<file path="src/rtl/key_pkg.sv">
// Shared constants and vector type for the key debouncer
// and the key PIO wrapper.
package key_pkg;

  localparam int KEY_WIDTH        = 14;
  localparam int KEY_TICK_DIV     = 50000;
  localparam int KEY_STABLE_TICKS = 20;
  localparam int KEY_CNT_W        = 5;
  localparam int KEY_LONG_TICKS   = 1000;

  typedef logic [KEY_WIDTH-1:0] key_vec_t;

endpackage

</file>
<file path="src/rtl/key_tick_gen.sv">
// Free-running sample-tick prescaler shared by all key channels.
// tick is high for one cycle every TICK_DIV clocks.
module key_tick_gen
  import key_pkg::*;
#(
  parameter int TICK_DIV = KEY_TICK_DIV
) (
  input  logic clk,
  input  logic reset_n,
  output logic tick
);

  localparam int CW = (TICK_DIV > 1) ? $clog2(TICK_DIV) : 1;
  localparam logic [CW-1:0] LAST = CW'(TICK_DIV - 1);

  logic [CW-1:0] cnt_q, cnt_d;

  assign tick = (cnt_q == LAST);

  always_comb begin
    cnt_d = tick ? '0 : cnt_q + 1'b1;
  end

  always_ff @(posedge clk or negedge reset_n) begin
    if (!reset_n) cnt_q <= '0;
    else          cnt_q <= cnt_d;
  end

endmodule

</file>
<file path="src/rtl/key_debounce.sv">
// Multi-channel key synchroniser/debouncer with press/release pulses.
// Optional long-press detect: define KEY_DEBOUNCE_LONG_PRESS_EN.
module key_debounce
  import key_pkg::*;
#(
  parameter int WIDTH        = KEY_WIDTH,
  parameter int TICK_DIV     = KEY_TICK_DIV,
  parameter int STABLE_TICKS = KEY_STABLE_TICKS,
  parameter int CNT_W        = KEY_CNT_W,
  parameter int ACTIVE_LOW   = 1,
  parameter int LONG_TICKS   = KEY_LONG_TICKS
) (
  input  logic             clk,
  input  logic             reset_n,
  input  logic [WIDTH-1:0] keys_raw,
  output logic [WIDTH-1:0] key_level,
  output logic [WIDTH-1:0] key_press,
  output logic [WIDTH-1:0] key_release,
  output logic [WIDTH-1:0] key_long
);

  localparam logic [WIDTH-1:0] IDLE =
    (ACTIVE_LOW != 0) ? '1 : '0;
  localparam logic [CNT_W-1:0] LAST =
    CNT_W'(STABLE_TICKS - 1);

  logic [WIDTH-1:0] sync1_q, sync1_d;
  logic [WIDTH-1:0] sync2_q, sync2_d;
  logic [WIDTH-1:0] s;
  logic             tick;

  always_comb begin
    sync1_d = keys_raw;
    sync2_d = sync1_q;
  end

  always_ff @(posedge clk or negedge reset_n) begin
    if (!reset_n) begin
      sync1_q <= IDLE;
      sync2_q <= IDLE;
    end else begin
      sync1_q <= sync1_d;
      sync2_q <= sync2_d;
    end
  end

  // s = 1 means pressed regardless of pin polarity
  assign s = sync2_q ^ IDLE;

  key_tick_gen #(
    .TICK_DIV (TICK_DIV)
  ) u_tick (
    .clk     (clk),
    .reset_n (reset_n),
    .tick    (tick)
  );

  for (genvar i = 0; i < WIDTH; i++) begin : g_ch
    logic [CNT_W-1:0] cnt_q, cnt_d;
    logic lvl_q, lvl_d;
    logic prs_q, prs_d;
    logic rel_q, rel_d;
    logic upd;

    // any agreeing sample aborts a pending change
    always_comb begin
      cnt_d = cnt_q;
      lvl_d = lvl_q;
      upd   = 1'b0;
      if (s[i] == lvl_q) begin
        cnt_d = '0;
      end else if (tick) begin
        if (cnt_q == LAST) begin
          lvl_d = s[i];
          cnt_d = '0;
          upd   = 1'b1;
        end else begin
          cnt_d = cnt_q + 1'b1;
        end
      end
      prs_d = upd & s[i];
      rel_d = upd & ~s[i];
    end

    always_ff @(posedge clk or negedge reset_n) begin
      if (!reset_n) begin
        cnt_q <= '0;
        lvl_q <= 1'b0;
        prs_q <= 1'b0;
        rel_q <= 1'b0;
      end else begin
        cnt_q <= cnt_d;
        lvl_q <= lvl_d;
        prs_q <= prs_d;
        rel_q <= rel_d;
      end
    end

    assign key_level[i]   = lvl_q;
    assign key_press[i]   = prs_q;
    assign key_release[i] = rel_q;

`ifdef KEY_DEBOUNCE_LONG_PRESS_EN
    localparam int HW = $clog2(LONG_TICKS + 1);
    localparam logic [HW-1:0] HMAX = HW'(LONG_TICKS);

    logic [HW-1:0] hold_q, hold_d;

    always_comb begin
      hold_d = hold_q;
      if (!lvl_q)
        hold_d = '0;
      else if (tick && hold_q != HMAX)
        hold_d = hold_q + 1'b1;
    end

    always_ff @(posedge clk or negedge reset_n) begin
      if (!reset_n) hold_q <= '0;
      else          hold_q <= hold_d;
    end

    // gated by lvl_q so it drops on the same edge as the level
    assign key_long[i] = lvl_q & (hold_q == HMAX);
`else
    assign key_long[i] = 1'b0;
`endif
  end

endmodule
</file>
<file path="config.mk">
export PLATFORM = sky130hd
export DESIGN_NAME = key_debounce
export DESIGN_NICKNAME = d
export VERILOG_FILES = /design/src/rtl/key_pkg.sv /design/src/rtl/key_tick_gen.sv /design/src/rtl/key_debounce.sv
export SDC_FILE = /design/constraint.sdc
export NUM_CORES = 1
export LEC_CHECK = 0
export BUFFER_PORTS_ARGS = -buffer_cell sky130_fd_sc_hd__buf_2
export CAP_MARGIN = 15
export CORE_MARGIN = 4
export CORE_UTILIZATION = 40
export CTS_BUF_LIST = sky130_fd_sc_hd__clkbuf_16
export DETAILED_ROUTE_END_ITERATION = 16
export HOLD_SLACK_MARGIN = 0.1
export PLACE_DENSITY = 0.66
export SKIP_CTS_REPAIR_TIMING = 1
export SLEW_MARGIN = 10
export SYNTH_ARGS = -nofsm -noshare
export SYNTH_HDL_FRONTEND = slang
export SYNTH_SLANG_ARGS = --single-unit
</file>
<file path="constraint.sdc">
create_clock -name clk -period 3.9 [get_ports clk]
set_clock_uncertainty 0.15 [all_clocks]
set_input_delay 1.17 -clock clk [delete_from_list [all_inputs] [get_ports clk]]
set_output_delay 1.17 -clock clk [all_outputs]
set_load 0.05 [all_outputs]
</file>
==> run_results.csv <==
group,metric,value,unit
die,floorplan.initialDensity,0.409,
route,via_per_inst,5.12,
place,place_inst,950,
pwr,power.sequential.fraction,0.481,
worst_setup_path,critical_path_class,"flop to flop",
pwr,share_clk_of_total_power,0.494,
layout,final_core_utilization,0.454,
timing,slew-limit-headroom,0.517,
layout,fill_cells,1709,
route,drc_errors,0,
worst_setup_path,arrival,3.21,ns
clock_network,clk-insertion-delay-late,0.42,ns
run,max_cap_violations,0,
global_route,grt_first_pass_wirelength,23500,um
die,chipWidth,144,um
die,die_area,0.0206,mm^2
logic_synthesis,ys_seq_elements,156,
route,routed_wirelength,13300,um
clock_network,tritoncts,"built",
pwr,power.internal,2.72,mW
layout,final-instance-count-excl-fill,982,
die,core,0.0180,mm^2
timing,achievable-frequency,332,MHz
route,top_layer_used_by_detailed_routing,"met4",
timing,final_critical_path_setup_slack,0.884,ns
route,via_count,5031,
route,drt_pass_1_iters,4,
logic_synthesis,mean_cell_area_of_the_mapped_netlist,10.2,um^2
route,routedWlPerCell,13.6,um
worst_setup_path,critical_path_buf_inv_count,1,
min_path,min-delay-path-class,"flop to flop",
place,placement.cell_area,0.00758,mm^2
logic_synthesis,async_reset_ff_frac,1.00,
status,run_status,"finished clean",
logic_synthesis,synth_enable_flop_cells,0,
route,routed-wl-met3,476,um
timing,shortest_period_the_worst_path_allows,3.02,ns
layout,design.final.nets,771,
timing,max_slew.worst_pin.slew,0.718,ns
place,post-place-ws,0.897,ns
layout,layout.area.seq,0.00394,mm^2
timing,total_neg_setup_slack,0,ns
clock_network,h-tree-depth,4,
route,route.antenna.remaining_nets,0,
place,hpwl,8350,um
worst_setup_path,crit_path_start_kind,"flop",
pwr,switching_power,0.728,mW
worst_setup_path,required,4.10,ns
timing,report.final.setup_viol,0,
worst_setup_path,critical_path_sink_type,"flop",
clock_network,cts.root.buffer_cell,"sky130_fd_sc_hd__clkbuf_16",
worst_setup_path,r2r-start,"u_tick.cnt_q[10]",
timing,rsz0062_at_grt,"false",
layout,final_cell_area,0.00819,mm^2
logic_synthesis,synth_cell_types,34,
global_route,grt_ovf,0,
pwr,power.combinational.fraction,0.025,
layout,post_route_cells_drive_above_1_share,0.171,
logic_synthesis,yosysSeqAreaShare,0.535,
global_route,grt_pass1_vias,4799,
worst_setup_path,reg2reg_depth,5,
clock_network,number_of_clock_sinks,156,
route,drt_iter0_drc,272,
logic_synthesis,mappedNetlistArea,0.00736,mm^2
die,fp-row-count,49,
layout,antenna_cells,0,
global_route,grt_antenna_before_repair,0,
worst_setup_path,worstSetupStartpoint,"u_tick.cnt_q[10]",
layout,areaGrowthSynthToFinish,11.2,%
clock_network,cts-buffers-inserted,17,
place,port_buffers,57,
pwr,power.density,421,mW/mm^2
route,route.met2.wl,6370,um
die,num_io_pins,72,
layout,multi_input_area,0.00291,mm^2
worst_setup_path,reg2reg_setup_slack,0.88,ns
min_path,hold_path_startpoint,"sync1_q[4]",
timing,number_of_hold_violations_in_the_final_report,0,
pwr,peak_supply_drop,0.000284,V
global_route,pin_count_of_the_biggest_net_entering_global_routing,71,
min_path,worst_hold_path_stage_count,0,
clock_network,clockBufferDepth,2,
logic_synthesis,synth_flop_cell,"sky130_fd_sc_hd__dfrtp_1",
timing,final_min_period_over_clock_period,0.773,
place,replace_congestion,0.793,
worst_setup_path,total_number_of_cells_along_the_worst_setup_path,5,
worst_setup_path,critical_path.top_delay_family,"simple AND/OR/NAND/NOR gates",
global_route,globalRouteTotalUtil,0.141,
logic_synthesis,postSynthCellCount,719,
worst_setup_path,critPathMaxFanout,52,
clock_network,reg_clk_slew_reported_paths,0.06,ns
worst_setup_path,path_cells,"or4b_1 > or4_2 > buf_12 > or3_1 > a21oi_1",
timing,maxSlewViolCount,0,
worst_setup_path,worst_path_largest_cell_delay,0.98,ns
route,met1Wirelength,6330,um
pwr,switching_share,0.211,
die,die_y,144,um
logic_synthesis,ys_warn_count,0,
pwr,leak,3.54,nW
worst_setup_path,cp_slowest_cell,"sky130_fd_sc_hd__or4_2",
power by group through the flow:
stage | combinational [mW] | clock [mW] | sequential (mW)
floorplan | 0.0514 | 0 | 1.68
global placement | 0.0902 | 0 | 1.68
detailed placement | 0.0900 | 0 | 1.68
CTS | 0.0901 | 1.75 | 1.66
global route | 0.0981 | 1.82 | 1.66
finish | 0.0866 | 1.70 | 1.66
cell usage after synthesis, types with 2 or more instances:
cell type / number / area (um^2)
sky130_fd_sc_hd__dfrtp_1: 128 / 3200
sky130_fd_sc_hd__nand2_1: 87 / 327
sky130_fd_sc_hd__nor2_1: 65 / 244
sky130_fd_sc_hd__buf_4: 56 / 420
sky130_fd_sc_hd__a21oi_1: 44 / 220
sky130_fd_sc_hd__mux2i_1: 40 / 400
sky130_fd_sc_hd__or3_1: 30 / 188
sky130_fd_sc_hd__dfstp_2: 28 / 736
sky130_fd_sc_hd__nand3b_1: 28 / 210
sky130_fd_sc_hd__nand3_1: 27 / 135
sky130_fd_sc_hd__o21ai_0: 21 / 105
sky130_fd_sc_hd__clkbuf_1: 19 / 71.3
sky130_fd_sc_hd__nand4_1: 19 / 119
sky130_fd_sc_hd__xor2_1: 17 / 149
sky130_fd_sc_hd__ha_1: 15 / 188
sky130_fd_sc_hd__nor3_1: 15 / 75.1
sky130_fd_sc_hd__nor4_1: 15 / 93.8
sky130_fd_sc_hd__a31oi_1: 14 / 87.6
sky130_fd_sc_hd__nor4bb_1: 14 / 140
sky130_fd_sc_hd__inv_1: 9 / 33.8
sky130_fd_sc_hd__xnor2_1: 6 / 52.6
sky130_fd_sc_hd__o21ai_1: 5 / 25.0
sky130_fd_sc_hd__buf_6: 3 / 33.8
sky130_fd_sc_hd__and2_1: 2 / 12.5
sky130_fd_sc_hd__buf_2: 2 / 10.0
sky130_fd_sc_hd__or4b_1: 2 / 20.0
logic make-up after synthesis:
kind of cell,count (synthesis),synth area share
AOI/OAI and AO/OA,84,0.0595
xor gates and xnor gates,23,0.0274
adders and majority gates,15,0.0255
buffers and inverters,89,0.0773
DFF,156,0.535
muxes,40,0.0544
other,1,0.000509
and+or+nand+nor,311,0.221
layout make-up:
| class | count | area share |
|---|---|---|
| inverters | 9 | 0.00413 |
| clock buffers | 17 | 0.0520 |
| well taps | 229 | 0.0350 |
| flip-flops and latches | 156 | 0.481 |
| clock inverters | 15 | 0.0222 |
| multi-input cells | 487 | 0.356 |
| repair buffers | 69 | 0.0497 |
per-stage QoR:
stage          power [mW]  hold WS (ns)
3_5_place_dp         1.77         0.197
4_1_cts              3.49         0.205
5_1_grt              3.58         0.208
2_1_floorplan        1.73         0.195
3_3_place_gp         1.77         0.196
6_report             3.45         0.205
placed cells by master (no fill, tap or decap), drive strengths merged, types with 2 or more instances in the layout:
master | Yosys | routed
dfrtp | 128 | 128
nand2 | 87 | 87
buf | 61 | 69
nor2 | 65 | 65
a21oi | 44 | 44
mux2i | 40 | 40
or3 | 30 | 30
nand3b | 28 | 28
dfstp | 28 | 28
nand3 | 27 | 27
o21ai | 26 | 26
nand4 | 19 | 19
xor2 | 17 | 17
clkbuf | 19 | 17
nor4 | 16 | 16
nor3 | 15 | 15
ha | 15 | 15
a31oi | 14 | 14
nor4bb | 14 | 14
conb | 1 | 14
inv | 9 | 11
clkinv | 0 | 7
xnor2 | 6 | 6
bufinv | 0 | 4
or4b | 2 | 2
and2 | 2 | 2
clkinvlp | 0 | 2
per-layer routing:
layer	GRT usage	vias to the layer above
met5	0	-
met4	0.0436	0
met3	0.0389	16
met2	0.229	73
met1	0.185	2446
li1	-	2496
worst paths after layout:
path / endpoint
setup / recovery: g_ch[11].cnt_q[3]
hold / removal: sync2_q[4]
setup reg to reg: g_ch[11].cnt_q[3]
hold reg to reg: sync2_q[4]
max in group asynchronous: sync2_q[6]
min in group asynchronous: g_ch[7].prs_q
flip-flops by register name, indices dropped and copies added (netlist names):
signal / flops
g_ch.rel_q: 14
sync2_q: 14
g_ch.lvl_q: 14
g_ch.cnt_q: 70
g_ch.prs_q: 14
u_tick.cnt_q: 16
sync1_q: 14
(Power assumes the default switching activity.)
